===== src/rtl/adc_average_meter.sv =====
`default_nettype none
// ============================================================================
// adc_average_meter: periodic ADC sampler, boxcar moving average, timed
// peak-hold and 8-LED thermometer bar.                     Revision: 1.0
// ============================================================================
module adc_average_meter #(
    parameter int SAMPLE_TICKS      = 12000,
    parameter int LOG2_DEPTH        = 3,
    parameter int PEAK_HOLD_SAMPLES = 500
) (
    input  logic       clock12MHz,
    input  logic       resetN,
    input  logic [9:0] value,
    output logic [9:0] average,
    output logic [9:0] peak,
    output logic       averageValid,
    output logic       sampleStrobe,
    output logic [7:0] bar
);

    localparam int C_DEPTH  = 1 << LOG2_DEPTH;
    localparam int C_TICK_W = $clog2(SAMPLE_TICKS);
    localparam int C_HOLD_W = (PEAK_HOLD_SAMPLES > 1) ? $clog2(PEAK_HOLD_SAMPLES) : 1;
    localparam int C_SUM_W  = 10 + LOG2_DEPTH;

    localparam logic [C_TICK_W-1:0]   C_TICK_LAST = C_TICK_W'(SAMPLE_TICKS - 1);
    localparam logic [C_HOLD_W-1:0]   C_HOLD_LAST = C_HOLD_W'(PEAK_HOLD_SAMPLES - 1);
    localparam logic [LOG2_DEPTH:0]   C_FILL_FULL = (LOG2_DEPTH + 1)'(C_DEPTH);

    typedef enum logic [1:0] {
        S_IDLE   = 2'd0,
        S_READ   = 2'd1,
        S_ACCUM  = 2'd2,
        S_OUTPUT = 2'd3
    } state_t;

    state_t                 state_q;
    logic [C_TICK_W-1:0]    tick_cnt_q;
    logic [9:0]             sample_q;
    logic [9:0]             oldest_q;
    logic [C_SUM_W-1:0]     sum_q;
    logic [LOG2_DEPTH-1:0]  wr_ptr_q;
    logic [LOG2_DEPTH:0]    fill_q;
    logic [C_HOLD_W-1:0]    hold_cnt_q;
    logic [9:0]             average_q;
    logic [9:0]             peak_q;
    logic                   valid_q;
    logic                   strobe_q;
    logic [7:0]             bar_q;

    logic [9:0]             buffer [C_DEPTH];

    logic                   tick_wrap_d;
    logic [C_SUM_W-1:0]     sum_d;
    logic [9:0]             avg_d;
    logic [7:0]             bar_d;

    assign tick_wrap_d = (tick_cnt_q == C_TICK_LAST);
    assign sum_d       = sum_q + C_SUM_W'(sample_q) - C_SUM_W'(oldest_q);
    assign avg_d       = sum_q[C_SUM_W-1:LOG2_DEPTH];

    generate
        for (genvar i = 0; i < 8; i++) begin : g_bar
            assign bar_d[i] = (avg_d[9:7] >= 3'(i));
        end
    endgenerate

    // Window RAM is deliberately unreset; fill_q masks never-written entries.
    always_ff @(posedge clock12MHz) begin
        if (state_q == S_ACCUM) begin
            buffer[wr_ptr_q] <= sample_q;
        end
    end

    always_ff @(posedge clock12MHz or negedge resetN) begin
        if (!resetN) begin
            state_q    <= S_IDLE;
            tick_cnt_q <= '0;
            sample_q   <= '0;
            oldest_q   <= '0;
            sum_q      <= '0;
            wr_ptr_q   <= '0;
            fill_q     <= '0;
            hold_cnt_q <= '0;
            average_q  <= '0;
            peak_q     <= '0;
            valid_q    <= 1'b0;
            strobe_q   <= 1'b0;
            bar_q      <= 8'h01;
        end else begin
            tick_cnt_q <= tick_wrap_d ? '0 : tick_cnt_q + C_TICK_W'(1);
            strobe_q   <= 1'b0;
            case (state_q)
                S_IDLE: begin
                    if (tick_wrap_d) begin
                        sample_q <= value;
                        state_q  <= S_READ;
                    end
                end
                S_READ: begin
                    oldest_q <= (fill_q < C_FILL_FULL) ? 10'd0 : buffer[wr_ptr_q];
                    state_q  <= S_ACCUM;
                end
                S_ACCUM: begin
                    sum_q    <= sum_d;
                    wr_ptr_q <= wr_ptr_q + LOG2_DEPTH'(1);
                    if (fill_q < C_FILL_FULL) begin
                        fill_q <= fill_q + (LOG2_DEPTH + 1)'(1);
                    end
                    state_q  <= S_OUTPUT;
                end
                S_OUTPUT: begin
                    average_q <= avg_d;
                    bar_q     <= bar_d;
                    strobe_q  <= 1'b1;
                    if (fill_q == C_FILL_FULL) begin
                        valid_q <= 1'b1;
                    end
                    if (sample_q >= peak_q || hold_cnt_q == C_HOLD_LAST) begin
                        peak_q     <= sample_q;
                        hold_cnt_q <= '0;
                    end else begin
                        hold_cnt_q <= hold_cnt_q + C_HOLD_W'(1);
                    end
                    state_q <= S_IDLE;
                end
                default: state_q <= S_IDLE;
            endcase
        end
    end

    assign average      = average_q;
    assign peak         = peak_q;
    assign averageValid = valid_q;
    assign sampleStrobe = strobe_q;
    assign bar          = bar_q;

endmodule
`default_nettype wire


===== config.mk =====
export PLATFORM = sky130hd
export DESIGN_NAME = adc_average_meter
export DESIGN_NICKNAME = d
export VERILOG_FILES = /design/src/rtl/adc_average_meter.sv
export SDC_FILE = /design/constraint.sdc
export NUM_CORES = 1
export LEC_CHECK = 0
export ABC_CLOCK_PERIOD_IN_PS = 4010
export BUFFER_PORTS_ARGS = -buffer_cell sky130_fd_sc_hd__buf_4
export CAP_MARGIN = 15
export CORE_MARGIN = 4
export CORE_UTILIZATION = 55
export CTS_BUF_LIST = sky130_fd_sc_hd__clkbuf_4 sky130_fd_sc_hd__clkbuf_8
export DETAILED_ROUTE_END_ITERATION = 6
export GPL_TIMING_DRIVEN = 0
export PLACE_DENSITY = 0.81
export SYNTH_ARGS = -nofsm -noshare
export SYNTH_HDL_FRONTEND = slang
export SYNTH_SLANG_ARGS = --single-unit
export TNS_END_PERCENT = 20

===== constraint.sdc =====
create_clock -name clock12MHz -period 4.01 [get_ports clock12MHz]
set_input_delay 0.401 -clock clock12MHz [delete_from_list [all_inputs] [get_ports clock12MHz]]
set_output_delay 0.401 -clock clock12MHz [all_outputs]
set_load 0.02 [all_outputs]

Word level (Yosys, flattened, before mapping) --
Memories as Yosys holds them, arrays and structs flattened. Cells that the tools add are included.
Storage, ports and cells: flip-flop bits (word level) 95, RAM bits 80, input bits 12, logic and storage cells 51, memories 1
Memories:
- buffer | depth 8, bits a word 10, rd ports 1, clocked after Yosys merged registers in 0, write ports 1, line 51 | logic [9:0] buffer [C_DEPTH];
Operators by class: add/subtract/negate cells 6, $lt $le $gt $ge 10, equality and inequality tests 7, muxes and demuxes 8, reductions and logical operators 6
Operators with widths (count):
- $add A14 B1 Y14 const B | 1
- $eq A14 B14 Y1 const B | 1
- $mux W14 | 1
- $add A13 B10 Y13 | 1
- $sub A13 B10 Y13 | 1
- $ge A3 B3 Y1 const B | 4
- $ge A10 B10 Y1 | 1
- $mux W10 | 1
- $add A9 B1 Y9 const B | 1
- $eq A9 B9 Y1 const B | 1
- $mux W9 | 1
- $pmux W2 S4 | 1
- $reduce_and A2 Y1 | 4
- $ge A3 B1 Y1 const B | 2
- $ge A3 B2 Y1 const B | 2
- $add A4 B1 Y4 const B | 1
- $eq A2 B2 Y1 const B | 2
- $eq A4 B4 Y1 const B | 1
- $lt A4 B4 Y1 const B | 1
- $add A3 B1 Y3 const B | 1
- $mux W1 | 3
- $eq A2 B1 Y1 const B | 1
- $logic_not A2 Y1 | 1
- $mux W2 | 1
- other kinds (2) | 2

Longest topological paths before layout --
Gate-level depths: netlist of run 1.
word-level depth 3, gate-level depth with buffers 10

Least setup slack after synthesis of run 1 --
OpenSTA, ideal clock, no wires.
path kind register to register, start point register sample_q[1], end point register sum_q[12], setup time 0.082 ns, arrival time 2.500 ns, path slack 1.428 ns, cell stages (with the launch flop) 10, buffers on the path 0, clock period less this slack 2.582 ns, path through dfrtp_1 inv_1 fa_1 inv_1 fa_1 a21oi_1 o211a_1 nor3_1 or3_1 a31oi_1
On the way: word-level cells in the longest chain between the ends 2
Ends and longest elaborated chain:
- from (decl) | line 39 | logic [9:0] sample_q;
- from (signal assigned) | line 96 | sample_q <= value;
- $add A13 B10 Y13 | line 59 | assign sum_d = sum_q + C_SUM_W'(sample_q) - C_SUM_W'(oldest_q);
- $sub A13 B10 Y13 | line 59
- to (signal assigned) | line 105 | sum_q <= sum_d;
- to (decl) | line 41 | logic [C_SUM_W-1:0] sum_q;
Every way passes these cells. A chain may end at the register's enable or synchronous reset.

Worst setup path after layout of run 1 --
Same ends and word-level chain as after synthesis.

==> results of run 1 <==
[layer usage]
layer / GRT usage [%] / part of all wire (%)
met3: 4.70 / 5.4
met2: 31.8 / 51
met5: 0 / 0
met1: 24.0 / 43
met4: 4.34 / 1.0
[cell usage in the layout (no fill, tap or decap), drive strengths merged, types with 5 or more instances in the layout]
cell    instances
o21ai          17
buf            52
inv            82
nor3            9
clkbuf         28
mux2           24
nand2          32
fa             10
nand3           8
dfrtp          94
edfxtp         80
nand4           9
nor2           37
a21oi          21
xor2            9
mux4           20
nand2b          5
nor4            5
o22ai          10
xnor2          17
ha             39
mux2i          25
[how the worst max path moves through the flow]
stage | start | endpoint | slack [ns] | cells after the start
floorplan | sample_q[1] | sum_q[12] | 1.43 | 9
global placement | state_q[0] | buffer[2][0] | 0.86 | 6
detailed placement | sample_q[1] | sum_q[12] | 1.08 | 9
CTS | sample_q[1] | sum_q[12] | 1.06 | 9
global route | sample_q[1] | sum_q[12] | 0.90 | 9
finish | sample_q[1] | sum_q[12] | 1.08 | 9
[cells in the mapped netlist, types with 2 or more instances]
library cell / instances
o21ai_0: 16
a21o_1: 2
a41o_1: 2
clkbuf_1: 9
xnor2_1: 17
nor2_1: 37
nor2b_1: 3
o21a_1: 2
and3_1: 3
o22ai_1: 10
nor3_1: 9
a31oi_1: 2
or2_2: 2
mux4_2: 20
inv_1: 74
nand2b_1: 4
o41ai_1: 2
nand3_1: 8
mux2i_1: 25
nor4_4: 3
mux2_2: 23
nand4_1: 8
edfxtp_1: 80
dfrtp_1: 94
o31ai_1: 2
buf_1: 2
xor2_1: 9
ha_1: 39
nand2_1: 31
buf_2: 6
a21oi_1: 21
fa_1: 10
nor4_1: 2
[per-stage QoR]
step           std cells  hold slack, ns  util, %  worst slack [ns]  area [µm²]
2_1_floorplan        606           0.105        -              1.43        8140
3_3_place_gp         830           0.467     59.7             0.860        8670
5_1_grt              866           0.128     62.7             0.895        9120
4_1_cts              864           0.144     62.5              1.06        9080
3_5_place_dp         832           0.480     59.7              1.08        8680
6_report             866           0.169     62.7              1.08        9120
[area by class of cell]
cell class                 count  area share [%]
buffer                        18           0.865
clock buffer                  19            2.80
clock inverter                13            1.58
inverter                      74            3.05
multi-input combinational    340            33.2
sequential                   174            52.1
tap                          184            2.53
timing repair buffer          44            3.82
[sequential cells by signal, indices dropped and copies added, names as in the netlist]
signal / flops
average: 10
averageValid: 1
bar: 7
buffer: 80
fill_q: 4
hold_cnt_q: 9
oldest_q: 10
peak: 10
sampleStrobe: 1
sample_q: 10
state_q: 2
sum_q: 13
tick_cnt_q: 14
wr_ptr_q: 3
[cell families (layout without fill, tap and decap cells)]
kind of cell	after synthesis	after routing	share of synthesized area, %
flip-flops	174	174	58.4
multiplexers	69	69	12.0
AND/OR/NAND/NOR	121	121	7.87
AO/OA/AOI/OAI	74	74	6.07
other	1	1	0.0461
adder cells (fa/ha/maj)	49	49	8.45
XOR/XNOR	26	26	2.80
buffers and inverters	92	168	4.38
[critical path, stage by stage, from the launching register on]
cell     delay, ns
dfrtp_1       0.55
inv_1         0.14
fa_1          0.54
inv_1         0.07
fa_1          0.45
a21oi_1       0.28
o211a_1       0.23
nor3_1        0.08
or3_1         0.34
a31oi_1       0.17
[where the power goes]
group          switching [mW]  total, mW  leakage (nW)  internal [mW]
Sequential             0.0169       1.89          1.99           1.87
Combinational          0.0784      0.133          1.67         0.0550
Clock                   0.671       1.21         0.197          0.541
Total                   0.766       3.23          3.86           2.47
==> impl_metrics.ini, run 1 <==
[sta]
slew_violations = 0
fin_crit_ns = 2.93
max_slew_margin_pct = 39.1
fmax_ghz = 0.342
hold_violations = 0
setup_viol = 0
fin_setup_tns_ns = 0
finalClockSkew_ns = 0.0107
min_period_over_period_pct = 73.0
worstMarginPinSlew_ns = 0.910
grt_setup_unrepaired = no

[clock_tree]
worstSkewPairLatency_ns = 0.46
cts_setup_buffers = 0
cts_tree = built
ctsHoldBuffers = 0
h-tree-depth = 4
clockBufferDepth = 2
path_clk_slew_ns = 0.09
post_cts_resized = 0
cts_buffers = 17
numClockSinks = 174
clockRootBuffer = clkbuf_8

[synth]
ys_seq_area_share_pct = 58.4
synthCells = 606
avgSynthCellArea_um2 = 13.4
synth_edf_count = 80
netlist.area_leader.share_pct = 29.5
yosysWarnings = 0
synthFlopType = dfrtp_1
syn_area_mm2 = 0.00814
synth-async-reset-ratio_pct = 54.0
syn_nets = 667
yosys.area.top_type = edfxtp_1
synthTopCellsByArea = edfxtp_1, dfrtp_1, ha_1
yosysUniqueCellTypes = 62
ys_seq_elements = 174

[power_and_ir_drop]
finalPower_mw = 3.23
p_per_area_mw_per_mm2 = 355
leakage_nw = 3.86
peakVddDrop_mv = 0.261

[setup_path]
cp-end-kind = flop
r2r-start = sample_q[1]
critPathLaunchType = flop
worstPathRequired_ns = 4.39
arrival_ns = 3.31
crit_type = reg -> reg
r2r-end = sum_q[12]
cp_max_fo = 11
rrSetupSlack_ns = 1.08
reg2reg_depth = 9

[detailed_routing]
routed_wl_um = 14700
ant_nets = 0
vias_per_cell = 5.57
drc = 0
num_vias = 4821
routedWlPerCell_um = 17.0
drt_iter0_markers = 300
firstDrtPassIters = 5

[min_path]
holdPathStages = 2
worstHoldStart = value[5]
hold_path.class = in -> reg
holdPathEnd = sample_q[5]

[die]
die_w_um = 130
initial_utilization_pct = 56.0
core-area_mm2 = 0.0145
ioPinCount = 42
die_h_um = 130
core.rowCount = 44
die_area_mm2 = 0.0168

[global_routing]
overflow = 0
grt_max_degree = 95
track_usage_pct = 18.6
antenna_found_initial = 0
grt_first_pass_wirelength_um = 24100
grt_pass1_vias = 4848

[placed_design]
dp_hpwl_um = 10800
gp_congestion = 0.862
portBuffers = 40

[final_layout]
drive_above_1_share_pct = 20.4
fillers = 1070
regArea_mm2 = 0.00475
layout.nets = 730
area_growth_pct = 12.0
n_antenna_cell = 0
multiInputGateArea_mm2 = 0.00303

[flow_run]
maxCapViolCount = 0

[run_status]
status = finished clean
Note: power is estimated with default switching activity, not from simulation.
==> inputs of run 2 (changes only) <==
--- a/config.mk
+++ b/config.mk
@@ -5,7 +5,8 @@
 export SDC_FILE = /design/constraint.sdc
 export NUM_CORES = 1
 export LEC_CHECK = 0
-export ABC_CLOCK_PERIOD_IN_PS = 4010
+export ABC_AREA = 1
+export ABC_CLOCK_PERIOD_IN_PS = 2500
 export BUFFER_PORTS_ARGS = -buffer_cell sky130_fd_sc_hd__buf_4
 export CAP_MARGIN = 15
 export CORE_MARGIN = 4
@@ -13,7 +14,7 @@
 export CTS_BUF_LIST = sky130_fd_sc_hd__clkbuf_4 sky130_fd_sc_hd__clkbuf_8
 export DETAILED_ROUTE_END_ITERATION = 6
 export GPL_TIMING_DRIVEN = 0
-export PLACE_DENSITY = 0.81
+export PLACE_DENSITY = 0.84
 export SYNTH_ARGS = -nofsm -noshare
 export SYNTH_HDL_FRONTEND = slang
 export SYNTH_SLANG_ARGS = --single-unit
==> constraint.sdc (replaced) <==
create_clock -name clock12MHz -period 2.5 [get_ports clock12MHz]
set_input_delay 0.25 -clock clock12MHz [delete_from_list [all_inputs] [get_ports clock12MHz]]
set_output_delay 0.25 -clock clock12MHz [all_outputs]
set_load 0.02 [all_outputs]
==> run 2 against run 1 <==
  * Core utilization increased by 0.88 points
  * Clock power grew 64%
  * Worst hold slack got worse by 0.13 ns
  * Power grew 55%
  * Wire length increased by 24%
  * Clock skew increased by 0.0011 ns
==> impl_metrics.ini, run 2 <==
[run_status]
status = finished clean

[detailed_routing]
num_vias = 6221
drc = 0
drt_iter0_markers = 540
routed_wl_um = 18200
firstDrtPassIters = 5
routedWlPerCell_um = 15.7
vias_per_cell = 5.35
ant_nets = 0

[synth]
synth_most_common_cell = nand2_1
syn_area_mm2 = 0.00848
synthFlopType = dfrtp_1
ys_seq_area_share_pct = 56.1
syn_nets = 947
synthCells = 886
synthTopCellsByArea = edfxtp_1, dfrtp_1, nand2_1
yosys.area.top_type = edfxtp_1
yosysWarnings = 0
avgSynthCellArea_um2 = 9.57
synth-async-reset-ratio_pct = 54.0
yosysUniqueCellTypes = 42
netlist.area_leader.share_pct = 28.3
yosys-top-cells-count = nand2_1, inv_1, nor2_1
ys_seq_elements = 174
synth_edf_count = 80

[setup_path]
worst-path-buf-inv = 3
critPathLaunchType = flop
cp-end-kind = flop
crit_type = reg -> reg
crit_chain = inv_1, fa_1, inv_1, ha_1, nand2_1, inv_1, a21oi_1, nand4_1, nand3_1, nand2_1
slowest_delay_ns = 0.55
slowest_stage = dfrtp_2
worstPathRequired_ns = 2.84
arrival_ns = 2.75
crit_top_cell = inv_1
cp_top_family = adder cells
cp_max_fo = 12

[sta]
worstMarginPinSlew_ns = 0.970
hold_ws_ns = 0.0347
grt_setup_unrepaired = yes
max_slew_margin_pct = 35.1
finalClockSkew_ns = 0.0118
slew_violations = 0
fmax_ghz = 0.416
fin_crit_ns = 2.40
hold_violations = 0
min_period_over_period_pct = 96.2
setup_viol = 0

[final_layout]
largest_reg_flops = 80
drive_above_1_share_pct = 16.4
area_growth_pct = 13.7
n_antenna_cell = 0
final_cells = 1162
top_regs = buffer: 80 flops, tick_cnt_q: 14 flops, sum_q: 13 flops
final_util_pct = 63.6
regMostFlops = buffer
final_common_cell = nand2_1
layout.nets = 1022
final_cell_mix = nand2_1, inv_1, nor2_1, dfrtp_1, edfxtp_1

[clock_tree]
cts_buffers = 17
h-tree-depth = 4
path_clk_slew_ns = 0.09
worstSkewPairLatency_ns = 0.46
cts_tree = built
numClockSinks = 174
clockRootBuffer = clkbuf_8
clockBufferDepth = 2

[die]
die_w_um = 132
core.rowCount = 45
ioPinCount = 42
core-area_mm2 = 0.0151
die_h_um = 132
initial_utilization_pct = 56.0
die_area_mm2 = 0.0175

[power_and_ir_drop]
leakage_nw = 4.69
p_per_area_mw_per_mm2 = 519
peakVddDrop_mv = 0.396
finalPower_mw = 5.00

[min_path]
hold_path.class = in -> reg

[global_routing]
track_usage_pct = 21.0
grt_pass1_vias = 5968
antenna_found_initial = 0
grt_first_pass_wirelength_um = 29000
grt_max_degree = 95
overflow = 0

[placed_design]
portBuffers = 40
dp.cells = 1114
gp_congestion = 0.891
dp_hpwl_um = 12100

[flow_run]
maxCapViolCount = 0
[run 2: report_power, final]
| part | internal [mW] | total [mW] | switching, mW |
|---|---|---|---|
| registers | 2.97 | 2.97 | 0 |
| logic | 0.0184 | 0.0544 | 0.0360 |
| clock network | 1.03 | 1.98 | 0.947 |
[run 2: worst register-to-register path, delay by kind of cell (launching register included)]
kind                     cells  cell delay [ns]
AND/OR/NAND/NOR              4             0.45
flip-flops                   1             0.55
buffers and inverters        3             0.22
AO/OA/AOI/OAI                1             0.19
adder cells (fa/ha/maj)      2             0.89
[run 2: per-stage QoR]
| step | cell area (µm²) | setup slack [ns] | setup TNS [ns] |
|---|---|---|---|
| after detailed placement | 9010 | -0.203 | -7.82 |
| after floorplan | 8480 | 0.227 | 0 |
| after CTS | 9440 | -0.222 | -7.92 |
| final | 9630 | 0.0957 | 0 |
| after global routing | 9630 | -0.0958 | -0.220 |
| after global placement | 9010 | -0.151 | -6.09 |
[run 2: what timing repair did]
action,CTS,global route
hold buffers,0,1
setup endpoints to repair,49,48
pin swaps,0,0
endpoints found under the hold margin,0,41
buffers inserted,0,14
gates resized for setup,10,19
[run 2: path summary, 6_finish.rpt]
| path | from | to | slack (ns) | depth (start not counted) |
|---|---|---|---|---|
| min in group asynchronous | resetN | tick_cnt_q[3] | 0.33 | 2 |
| worst min register to register | average[9] | average[9] | 0.49 | 2 |
| worst max register to register | sample_q[9] | sum_q[10] | 0.1 | 10 |
| worst min-delay path | value[3] | sample_q[3] | 0.03 | 3 |
| worst max-delay path | sample_q[9] | sum_q[10] | 0.1 | 10 |
| max in group asynchronous | resetN | average[2] | 1.51 | 3 |
[run 2: cells by family (layout without fill, tap and decap cells)]
group	after synthesis	in the layout	share of synthesized area (%)
DFF	174	174	56.1
AOI/OAI and AO/OA	135	135	8.69
and+or+nand+nor	348	348	17.7
adders and majority gates	49	49	8.12
other	1	1	0.0442
buffers and inverters	166	254	7.97
xor gates and xnor gates	13	13	1.34
[run 2: area by class of cell]
type / instances / area [µm²]
multi-input combinational: 546 / 3110
timing repair buffer: 56 / 438
fill: 1120 / 5510
buffer: 27 / 153
sequential: 174 / 4770
inverter: 139 / 524
tap: 188 / 235
clock buffer: 26 / 320
clock inverter: 6 / 83.8
[run 2: layer usage]
layer  global-route usage (%)  vias to the layer above  part of all wire (%)
met3                     5.00                       31                   7.4
met2                     34.6                      231                    48
met1                     27.0                     2929                    42
met4                     8.46                        0                   2.4
met5                        0                        -                     0
li1                         -                     3030                     -
